[src/rtl/rr_grant_arbiter.sv]
// rr_grant_arbiter
//   Round-robin arbiter sharing one resource among four requesters. The winner
//   holds the grant while it keeps requesting, for at most MAX_HOLD cycles per
//   tenure. Every release, normal or forced, is followed by exactly one gap cycle
//   with no grant so the shared datapath can turn around. Priority rotates from
//   the last owner, so an active requester cannot be starved.
//
// Parameters
//   MAX_HOLD     maximum consecutive grant cycles per tenure (2..255)
//   CNT_W        hold counter width; MAX_HOLD must fit in CNT_W bits
//
// Ports
//   clk          rising-edge clock
//   rst          synchronous reset, active-high
//   req[3:0]     level request per requester
//   grant[3:0]   one-hot grant (4'b0001 << grant_idx) while grant_valid, else 0
//   grant_idx    index of the current owner; holds the last owner when idle
//   grant_valid  resource currently owned
//   expired      one-cycle pulse when a grant is revoked by the hold timeout
module rr_grant_arbiter #(
    parameter int unsigned MAX_HOLD = 8,
    parameter int unsigned CNT_W    = 8
) (
    input  logic       clk,
    input  logic       rst,
    input  logic [3:0] req,
    output logic [3:0] grant,
    output logic [1:0] grant_idx,
    output logic       grant_valid,
    output logic       expired
);

    typedef enum logic [1:0] {
        StIdle  = 2'd0,
        StGrant = 2'd1,
        StGap   = 2'd2
    } state_e;

    localparam logic [CNT_W-1:0] HoldMax = CNT_W'(MAX_HOLD);
    localparam logic [CNT_W-1:0] CntOne  = CNT_W'(1);

    state_e           state_q;
    logic [CNT_W-1:0] hold_cnt_q;
    logic [1:0]       last_owner_q;

    logic [1:0]       win_idx;
    logic [1:0]       cand;

    // Search last_owner+1 .. last_owner+4; scanning from the far end down means
    // the nearest requester in priority order is the last one written.
    always_comb begin
        win_idx = last_owner_q + 2'd1;
        cand    = 2'd0;
        for (int k = 3; k >= 0; k--) begin
            cand = last_owner_q + 2'd1 + 2'(k);
            if (req[cand]) begin
                win_idx = cand;
            end
        end
    end

    always_ff @(posedge clk) begin
        if (rst) begin
            state_q      <= StIdle;
            hold_cnt_q   <= '0;
            last_owner_q <= 2'd3;
            grant        <= 4'b0000;
            grant_idx    <= 2'd0;
            grant_valid  <= 1'b0;
            expired      <= 1'b0;
        end else begin
            expired <= 1'b0;
            unique case (state_q)
                // The gap cycle arbitrates exactly like idle, so a waiting
                // requester is granted right after the single dead cycle.
                StIdle, StGap: begin
                    if (|req) begin
                        state_q     <= StGrant;
                        grant_idx   <= win_idx;
                        grant       <= 4'b0001 << win_idx;
                        grant_valid <= 1'b1;
                        hold_cnt_q  <= CntOne;
                    end else begin
                        state_q <= StIdle;
                    end
                end
                StGrant: begin
                    // A normal release takes precedence over a coincident timeout.
                    if (!req[grant_idx] || hold_cnt_q == HoldMax) begin
                        state_q      <= StGap;
                        grant        <= 4'b0000;
                        grant_valid  <= 1'b0;
                        last_owner_q <= grant_idx;
                        hold_cnt_q   <= '0;
                        expired      <= req[grant_idx];
                    end else begin
                        hold_cnt_q <= hold_cnt_q + CntOne;
                    end
                end
                default: begin
                    state_q <= StIdle;
                end
            endcase
        end
    end

endmodule

[config.mk]
export PLATFORM = sky130hd
export DESIGN_NAME = rr_grant_arbiter
export DESIGN_NICKNAME = d
export VERILOG_FILES = /design/src/rtl/rr_grant_arbiter.sv
export SDC_FILE = /design/constraint.sdc
export NUM_CORES = 1
export LEC_CHECK = 0
export CORE_MARGIN = 2
export CORE_UTILIZATION = 55
export CTS_BUF_LIST = sky130_fd_sc_hd__clkbuf_2
export DETAILED_ROUTE_END_ITERATION = 10
export DONT_BUFFER_PORTS = 1
export PLACE_DENSITY = 0.8
export SKIP_LAST_GASP = 1
export SLEW_MARGIN = 20
export SYNTH_ARGS = -nofsm -noshare
export SYNTH_HDL_FRONTEND = slang
export SYNTH_SLANG_ARGS = --single-unit
[constraint.sdc]
create_clock -name clk -period 3.3 [get_ports clk]
set_input_delay 0.99 -clock clk [delete_from_list [all_inputs] [get_ports clk]]
set_output_delay 0.99 -clock clk [all_outputs]
set_load 0.05 [all_outputs]
==> out/metrics.csv, run 1 <==
stage,metric,value,unit
detailed_routing,total wire length,2140,µm
clock_tree,Root Buffer,clkbuf_2,
clock_tree,clock slew at reported path FFs,200,ps
critical_path,CP max FO,6,
placed_design,DP HPWL,1570,µm
clock_tree,clk buf depth,2,
yosys,mux share of post-synthesis cell area,0.0401,
die,Initial Utilization,0.601,
yosys,adder-cell area share of the yosys netlist,0.0236,
yosys,synthesized cell area,1060,µm²
power_and_ir_drop,Net Sw Power,0.173,mW
global_route,first-pass GRT wire length,3270,µm
yosys,largest family of logic cells by synthesized area,simple AND/OR/NAND/NOR gates,
finish,nets,130,
sta,final hold violations,0,
sta,clk_skew,12.6,ps
power_and_ir_drop,total power,0.576,mW
power_and_ir_drop,Internal,0.403,mW
yosys,top-area cell type share of the netlist area,0.378,
yosys,synthesis-stage register bit count,20,
power_and_ir_drop,Switching Share,0.300,
sta,slew of the pin with the lowest slew margin,718,ps
placed_design,Placed Area,1080,µm²
yosys,Post-Syn Nets,128,
power_and_ir_drop,Clk pwr share,0.315,
placed_design,RD Place Congestion,0.828,
sta,count of final setup violators,0,
critical_path,WP data required,2310,ps
global_route,initial antenna violation count,0,
clock_tree,hold buffers post-CTS,0,
yosys,sequential-to-total area share from yosys stat,0.378,
finish,Layout area overhead,6.14,%
finish,Ant. Diodes,0,
sta,max frequency,466,MHz
placed_design,Placed Cells,142,
job,Max-Cap Viols,0,
critical_path,crit path launch type,register,
yosys,warnings from Yosys,0,
finish,fin area,1120,µm²
clock_tree,number of setup buffers added after CTS,0,
finish,Post-Layout Cell Count,146,
global_route,GRT Util Overall,0.206,
die,Die Y,47.9,µm
clock_tree,Num CTS Buffers,3,
hold_path,HP Class,register to register,
clock_tree,Clock Latency Late Sink,320,ps
sta,Setup TNS,0,ps
die,Total Die Area,2290,µm²
placed_design,Port Buffer Count,0,
detailed_routing,Routed WL per cell,14.7,µm
die,core region area,1760,µm²
detailed_routing,drt pass-1 iters,4,
die,# IOs,14,
detailed_routing,routed via count,898,
yosys,Synth area leader,dfxtp_1,
die,Die W,47.9,µm
detailed_routing,initial drt markers,22,
detailed_routing,Vias/cell,6.15,
die,# rows,15,
critical_path,Worst Path Arrival,1150,ps
yosys,syn_area_per_cell,8.83,µm²
clock_tree,CTS resizes,0,
critical_path,CP Capture Type,output pin,
power_and_ir_drop,leakage,0.422,nW
power_and_ir_drop,Max IR drop VDD,0.282,mV
sta,worst relative slew slack,0.521,
yosys,Post-Synth XOR/XNOR Area,0.0331,
detailed_routing,final antenna-violating net count,0,
yosys,"count leader, synth",dfxtp_1,
clock_tree,CTS tree,built,
yosys,synth top area cells,"dfxtp_1 38%, a32o_1 3.8%, nor2_1 3.5%",
detailed_routing,drt drc,0,
yosys,Synth Area in Simple Gates,0.250,
yosys,ys flop type,dfxtp_1,
clock_tree,CTS H-tree depth,1,
global_route,vias in the first global route,764,
global_route,largest net degree at the start of global routing,13,
power_and_ir_drop,Seq pwr share,0.539,
yosys,"Distinct cells, synth",44,
clock_tree,clock sink count,20,
yosys,Mapped Cells,120,
sta,period utilization,0.650,
critical_path,critical path type,register to output pin,
sta,min Tclk post-route,2140,ps
power_and_ir_drop,Comb pwr share,0.146,
sta,Max Slew Vio Count,0,
yosys,Post-synth EDFFs,0,
finish,share of cells above drive strength 1,0.0826,
sta,RSZ-0062 raised after global routing,no,
yosys,synth cell count leaders,"20 x dfxtp_1, 10 x nor2_1, 9 x inv_1",
yosys,Synth Area in Compound Gates,0.233,
power_and_ir_drop,PwrDens,512,nW/µm²
status,status,"finished, final reports clean",
global_route,total grt overflow,0,
yosys,Async SR Flop Fraction,0,
power groups by stage:
stage / clock network (mW) / registers (mW) / logic (mW)
finish: 0.182 / 0.310 / 0.0841
global route: 0.190 / 0.314 / 0.0951
CTS: 0.183 / 0.310 / 0.0843
detailed placement: 0 / 0.316 / 0.0837
global placement: 0 / 0.314 / 0.0805
floorplan: 0 / 0.306 / 0.0762
final timing paths:
path	start	to	slack (ps)	cells past startpoint
setup reg to reg	grant_idx[1]$_SDFFE_PP0P_	hold_cnt_q[7]$_SDFFE_PP0P_	1200	4
setup / recovery	grant_idx[1]$_SDFFE_PP0P_	grant_idx[1]	1160	0
hold / removal	hold_cnt_q[5]$_SDFFE_PP0P_	hold_cnt_q[5]$_SDFFE_PP0P_	520	2
hold reg to reg	hold_cnt_q[5]$_SDFFE_PP0P_	hold_cnt_q[5]$_SDFFE_PP0P_	520	2
cell usage in the layout, fill, tap and decap left out, types with 2 or more instances in the layout:
cell and instances:
or3_1 2, ha_1 2, dfxtp_1 20, nor2b_1 2
nand2b_1 3, nand3_1 5, nor2_1 10, mux2i_1 2
a21oi_1 6, clkbuf_2 3, a22oi_1 2, o21bai_1 2
xor2_1 3, o211ai_1 5, o21ai_0 6, a32o_1 4
nand2_1 6, nand4_1 2, inv_1 9, nor3b_1 2
and3_1 2
layer usage:
layer	vias to the layer above	track usage	wire, µm
li1	450	-	-
met1	417	0.292	1050
met2	29	0.301	894
met3	2	0.0792	186
met4	0	0.0324	10
met5	-	0	0
worst register-to-register path, delay by kind of cell (launching register included):
| family | cells | cell delay (ps) |
|---|---|---|
| flops | 1 | 830 |
| simple gates | 1 | 450 |
| mux | 1 | 380 |
| compound gates | 2 | 380 |
kinds of logic after synthesis:
logic type,count (synthesis)
AND/OR/NAND/NOR,44
adder cells (fa/ha/maj),2
XOR/XNOR,4
flip-flops,20
AO/OA/AOI/OAI,35
buffers and inverters,12
multiplexers,3
flip-flops by register name, indices dropped and copies added, names as in the netlist:
register / count
expired: 1
grant: 4
grant_idx: 2
grant_valid: 1
hold_cnt_q: 8
last_owner_q: 2
state_q: 2
final cells by class:
cell class / instances / area (µm²)
Clock buffer: 3 / 15.0
Clock inverter: 1 / 30.0
Fill cell: 171 / 639
Inverter: 9 / 33.8
Multi-Input combinational cell: 88 / 614
Sequential cell: 20 / 400
Tap cell: 25 / 31.3
metrics by stage:
stage / util / setup slack, ps / hold slack [ps]
final: 0.638 / 1160 / 517
after global routing: 0.638 / 1090 / 571
after CTS: 0.638 / 1170 / 515
after detailed placement: 0.612 / 902 / 492
after global placement: 0.612 / 946 / 475
after floorplan: - / 1060 / 467
Note: power is estimated with default switching activity, not from simulation.
==> run 2: changes to the inputs <==
- PLACE_DENSITY: 0.8 -> 0.83
- clock period: 3.3 -> 1.8 ns (I/O delays scaled with it)
==> out/metrics.csv, run 2 (same netlist as run 1, synthesis figures left out) <==
stage,metric,value,unit,change
critical_path,critical path type,register to register,,was register to output pin
power_and_ir_drop,total power,1.11,mW,was 0.576 mW
finish,largest reg by FF count,hold_cnt_q,,unchanged
status,failing checks,setup timing,,
die,Initial Utilization,0.601,,unchanged
detailed_routing,Routed WL per cell,16.4,µm,was 14.7 µm
sta,Setup TNS,-3.16,ps,was 0 ps
detailed_routing,drt drc,0,,unchanged
critical_path,WP data required,2040,ps,was 2310 ps
finish,Finished Core Util,0.717,,was 0.638
global_route,first-pass GRT wire length,4030,µm,was 3270 µm
clock_tree,CTS H-tree depth,1,,unchanged
critical_path,"CP delay by family, top",simple AND/OR/NAND/NOR gates,,
clock_tree,Num CTS Buffers,3,,unchanged
placed_design,Port Buffer Count,0,,unchanged
status,status,"finished, violations left",,"was finished, final reports clean"
clock_tree,CTS tree,built,,unchanged
finish,most frequent cells in the layout,"15 x buf_4, 14 x dfxtp_1, 10 x nor2_1",,"was 20 x dfxtp_1, 10 x nor2_1, 9 x inv_1"
critical_path,CP Capture Type,register,,was output pin
placed_design,post-place setup slack,-75.1,ps,was 902 ps
sta,Max Slew Vio Count,0,,unchanged
placed_design,Placed Area,1180,µm²,was 1080 µm²
critical_path,crit path launch type,register,,unchanged
sta,slew of the pin with the lowest slew margin,532,ps,was 718 ps
job,Max-Cap Viols,0,,unchanged
finish,"commonest non-fill, non-tap cell in the layout",buf_4,,was dfxtp_1
sta,RSZ-0062 raised after global routing,yes,,was no
hold_path,HP Class,input pin to register,,was register to register
critical_path,FF-to-FF path depth,6,,was 4
global_route,total grt overflow,0,,unchanged
die,# IOs,14,,unchanged
clock_tree,clock slew at reported path FFs,200,ps,about the same
placed_design,RD Place Congestion,0.879,,was 0.828
finish,# fillers,147,,was 171
finish,fin area,1260,µm²,was 1120 µm²
detailed_routing,total wire length,2640,µm,was 2140 µm
die,core region area,1760,µm²,unchanged
power_and_ir_drop,PwrDens,880,nW/µm²,was 512 nW/µm²
detailed_routing,final antenna-violating net count,0,,unchanged
critical_path,CP max FO,5,,was 6
critical_path,worst r2r src,hold_cnt_q[0]$_SDFFE_PP0P_,,was grant_idx[1]$_SDFFE_PP0P_
global_route,GRT Util Overall,0.259,,was 0.206
die,Die Y,47.9,µm,unchanged
critical_path,RR Endpoint,grant[3]$_SDFFE_PP0P_,,was hold_cnt_q[7]$_SDFFE_PP0P_
global_route,largest net degree at the start of global routing,13,,unchanged
hold_path,Hold Crit Endpoint,grant_idx[1]$_SDFFE_PP0P_,,was hold_cnt_q[5]$_SDFFE_PP0P_
critical_path,reg2reg setup slack,-3,ps,was 1200 ps
critical_path,critical path cell sequence,inv_2 > ha_4 > nand4bb_1 > or4b_4 > and4_4 > a32o_1,,
clock_tree,hold buffers post-CTS,0,,unchanged
sta,WHS,231,ps,was 517 ps
global_route,vias in the first global route,936,,was 764
die,Die W,47.9,µm,unchanged
clock_tree,clock sink count,20,,unchanged
sta,max frequency,555,MHz,
sta,worst relative slew slack,0.645,,was 0.521
hold_path,Hold Path Depth,1,,was 2
finish,Layout area overhead,19.4,%,was 6.14%
power_and_ir_drop,Max IR drop VDD,0.737,mV,was 0.282 mV
critical_path,Bufs and invs on worst path,1,,
sta,final hold violations,0,,unchanged
die,# rows,15,,unchanged
sta,final worst slack,-3.16,ps,was 1160 ps
die,Total Die Area,2290,µm²,unchanged
clock_tree,Clock Latency Late Sink,330,ps,was 320 ps
placed_design,Placed Cells,155,,was 142
sta,period utilization,1.00,,
sta,count of final setup violators,1,,was 0
sta,clk_skew,7.63,ps,was 12.6 ps
finish,Post-Layout Cell Count,161,,was 146
sta,min Tclk post-route,1800,ps,
detailed_routing,Vias/cell,6.20,,was 6.15
critical_path,CP max stage delay,590,ps,
clock_tree,clk buf depth,2,,unchanged
detailed_routing,initial drt markers,35,,was 22
detailed_routing,drt pass-1 iters,5,,was 4
clock_tree,Root Buffer,clkbuf_2,,unchanged
finish,share of cells above drive strength 1,0.257,,was 0.0826
placed_design,DP HPWL,1900,µm,was 1570 µm
power_and_ir_drop,leakage,0.495,nW,was 0.422 nW
finish,max reg flops,8,,unchanged
finish,Ant. Diodes,0,,unchanged
global_route,initial antenna violation count,0,,unchanged
detailed_routing,routed via count,999,,was 898
hold_path,Hold Startpoint,rst,,was hold_cnt_q[5]$_SDFFE_PP0P_
critical_path,critical path's slowest cell,or4b_4,,
finish,nets,145,,was 130
finish,Largest regs,"hold_cnt_q x8, grant x4",,unchanged
critical_path,Worst Path Arrival,2050,ps,was 1150 ps
-- run 2: what timing repair did --
action	in CTS	in global routing
resized for setup	3	6
setup buffers	2	0
pin swaps	3	4
gates cloned	0	0
endpoints found under the setup margin	4	6
-- run 2: worst register-to-register path, stage by stage (launching register included) --
cell	delay (ps)
dfxtp_2	370
inv_2	80
ha_4	120
nand4bb_1	140
or4b_4	590
and4_4	210
a32o_1	210
-- run 2: worst max-delay path by stage --
stage	cells after the start	endpoint	slack [ps]	start
floorplan	4	hold_cnt_q[0]$_SDFFE_PP0P_	8	req[0]
global placement	4	grant[0]$_SDFFE_PP0P_	-20	req[0]
detailed placement	4	grant[3]$_SDFFE_PP0P_	-80	req[0]
CTS	4	grant[3]$_SDFFE_PP0P_	-7	hold_cnt_q[4]$_SDFFE_PP0P_
global route	6	grant[3]$_SDFFE_PP0P_	-60	hold_cnt_q[0]$_SDFFE_PP0P_
finish	6	grant[3]$_SDFFE_PP0P_	-3	hold_cnt_q[0]$_SDFFE_PP0P_
-- run 2: cell type report --
| class | count | area, µm² | share of cell area |
|---|---|---|---|
| repair buffers | 15 | 113 | 0.0890 |
| clock inverters | 1 | 30.0 | 0.0237 |
| multi-input cells | 88 | 634 | 0.501 |
| well taps | 25 | 31.3 | 0.0247 |
| flip-flops and latches | 20 | 408 | 0.322 |
| inverters | 9 | 33.8 | 0.0267 |
| clock buffers | 3 | 15.0 | 0.0119 |
-- run 2: metal layers --
metal,global-route usage,share of wire
met5,0,0
met4,0.0973,0.018
met3,0.0830,0.061
met2,0.427,0.50
met1,0.314,0.42
-- run 2: where the power goes --
| group | internal, mW | total [mW] | switching (mW) | leakage [nW] |
|---|---|---|---|---|
| clock network | 0.192 | 0.338 | 0.147 | 0.0266 |
| logic | 0.103 | 0.221 | 0.118 | 0.303 |
| registers | 0.475 | 0.553 | 0.0782 | 0.166 |
| total | 0.770 | 1.11 | 0.343 | 0.495 |
==> run 3: changes to the inputs <==
- PLACE_DENSITY: 0.83 -> unset
- PLACE_DENSITY_LB_ADDON: unset -> 0.05
- SETUP_SLACK_MARGIN: unset -> 0.1
==> out/metrics.csv, run 3 (same netlist as run 1, synthesis figures left out) <==
stage,metric,value,unit,change
sta,final hold violations,0,,unchanged
power_and_ir_drop,PwrDens,762,nW/µm²,was 880 nW/µm²
clock_tree,CTS tree,built,,unchanged
placed_design,RD Place Congestion,0.795,,was 0.879
global_route,largest net degree at the start of global routing,12,,was 13
power_and_ir_drop,Max IR drop VDD,0.601,mV,was 0.737 mV
die,Die W,47.9,µm,unchanged
global_route,total grt overflow,0,,unchanged
finish,fin area,1240,µm²,was 1260 µm²
detailed_routing,Vias/cell,6.09,,was 6.20
job,Max-Cap Viols,0,,unchanged
critical_path,crit path launch type,register,,unchanged
global_route,initial antenna violation count,0,,unchanged
detailed_routing,drt drc,0,,unchanged
power_and_ir_drop,Internal,0.627,mW,was 0.770 mW
finish,max reg flops,8,,unchanged
sta,worst relative slew slack,0.652,,was 0.645
critical_path,CP max FO,5,,unchanged
placed_design,Port Buffer Count,0,,unchanged
detailed_routing,final antenna-violating net count,0,,unchanged
clock_tree,hold buffers post-CTS,0,,unchanged
placed_design,Placed Area,1140,µm²,was 1180 µm²
sta,period utilization,0.987,,was 1.00
critical_path,WP data required,2040,ps,about the same
detailed_routing,total wire length,2380,µm,was 2640 µm
clock_tree,clock sink count,20,,unchanged
global_route,vias in the first global route,823,,was 936
sta,Setup TNS,0,ps,was -3.16 ps
finish,Post-Layout Cell Count,159,,was 161
global_route,first-pass GRT wire length,3600,µm,was 4030 µm
finish,largest reg by FF count,hold_cnt_q,,unchanged
power_and_ir_drop,Comb pwr share,0.226,,was 0.199
hold_path,HP Class,input pin to register,,unchanged
placed_design,DP HPWL,1610,µm,was 1900 µm
finish,most frequent cells in the layout,"13 x dfxtp_1, 13 x buf_4, 10 x nor2_1",,"was 15 x buf_4, 14 x dfxtp_1, 10 x nor2_1"
detailed_routing,Routed WL per cell,15.0,µm,was 16.4 µm
die,# rows,15,,unchanged
status,status,"finished, final reports clean",,"was finished, violations left"
die,Total Die Area,2290,µm²,unchanged
sta,slew of the pin with the lowest slew margin,522,ps,was 532 ps
finish,Ant. Diodes,0,,unchanged
die,Die Y,47.9,µm,unchanged
sta,clk_skew,2.89,ps,was 7.63 ps
sta,Max Slew Vio Count,0,,unchanged
critical_path,CP Capture Type,register,,unchanged
finish,nets,143,,was 145
clock_tree,CTS H-tree depth,1,,unchanged
die,# IOs,14,,unchanged
finish,Largest regs,"hold_cnt_q x8, grant x4",,unchanged
clock_tree,Clock Latency Late Sink,320,ps,was 330 ps
power_and_ir_drop,leakage,0.487,nW,was 0.495 nW
clock_tree,clock slew at reported path FFs,180,ps,was 200 ps
power_and_ir_drop,total power,0.948,mW,was 1.11 mW
sta,WHS,252,ps,was 231 ps
critical_path,Worst Path Arrival,2020,ps,was 2050 ps
sta,min Tclk post-route,1780,ps,was 1800 ps
detailed_routing,initial drt markers,29,,was 35
sta,max frequency,563,MHz,was 555 MHz
die,core region area,1760,µm²,unchanged
finish,share of cells above drive strength 1,0.276,,was 0.257
power_and_ir_drop,Seq pwr share,0.581,,was 0.497
power_and_ir_drop,Switching Share,0.339,,was 0.308
power_and_ir_drop,Net Sw Power,0.321,mW,was 0.343 mW
clock_tree,Root Buffer,clkbuf_2,,unchanged
detailed_routing,drt pass-1 iters,4,,was 5
sta,RSZ-0062 raised after global routing,yes,,unchanged
clock_tree,Num CTS Buffers,3,,unchanged
critical_path,critical path type,register to register,,unchanged
clock_tree,clk buf depth,2,,unchanged
die,Initial Utilization,0.601,,unchanged
placed_design,Placed Cells,147,,was 155
global_route,GRT Util Overall,0.236,,was 0.259
detailed_routing,routed via count,969,,was 999
power_and_ir_drop,Clk pwr share,0.192,,was 0.304
sta,count of final setup violators,0,,was 1
finish,Layout area overhead,17.4,%,was 19.4%
==> run 3: worst paths after layout <==
path                                   start  slack (ps)  cells after the start                    endpoint
setup / recovery  hold_cnt_q[6]$_SDFFE_PP0P_          20                      4       grant[1]$_SDFFE_PP0P_
hold / removal                           rst         250                      1   grant_idx[1]$_SDFFE_PP0P_
setup reg to reg  hold_cnt_q[6]$_SDFFE_PP0P_          20                      4       grant[1]$_SDFFE_PP0P_
hold reg to reg   hold_cnt_q[5]$_SDFFE_PP0P_         510                      2  hold_cnt_q[5]$_SDFFE_PP0P_
==> run 3: per-stage QoR <==
stage / util / setup slack [ps]
after global routing: 0.705 / 0.602
after CTS: 0.689 / 77.1
after detailed placement: 0.644 / 29.3
after global placement: 0.644 / 44.8
after floorplan: - / 91.8
final: 0.705 / 23.2
==> run 3: power groups by stage <==
| stage | clock, mW | combinational, mW | sequential [mW] |
|---|---|---|---|
| 3_3_place_gp | 0 | 0.184 | 0.560 |
| 4_1_cts | 0.189 | 0.205 | 0.552 |
| 6_report | 0.182 | 0.215 | 0.551 |
| 5_1_grt | 0.205 | 0.237 | 0.557 |
| 3_5_place_dp | 0 | 0.187 | 0.561 |
| 2_1_floorplan | 0 | 0.144 | 0.563 |
==> run 3: cell type report <==
class | count | area [µm²]
clock buffer | 3 | 15.0
clock inverter | 1 | 3.75
fill | 155 | 520
inverter | 9 | 33.8
multi-input combinational | 88 | 651
sequential | 20 | 412
tap | 25 | 31.3
timing repair buffer | 13 | 97.6
==> run 3: critical path, stage by stage (launching register included) <==
cell and delay [ps]:
dfxtp_2 360, or3_4 390, or4b_4 560, and4_4 180, a32o_1 200
==> run 3: layer usage <==
metal	track usage	vias to the layer above	wire (µm)
met5	0	-	0
met1	0.305	462	1070
met2	0.349	27	1110
li1	-	475	-
met4	0.135	0	46
met3	0.0679	5	151
==> run 3: repair_timing <==
item                                    CTS  global route
setup buffers                             6             2
gates resized for setup                   6             5
endpoints found under the setup margin   13            13
pin swaps                                 3             7
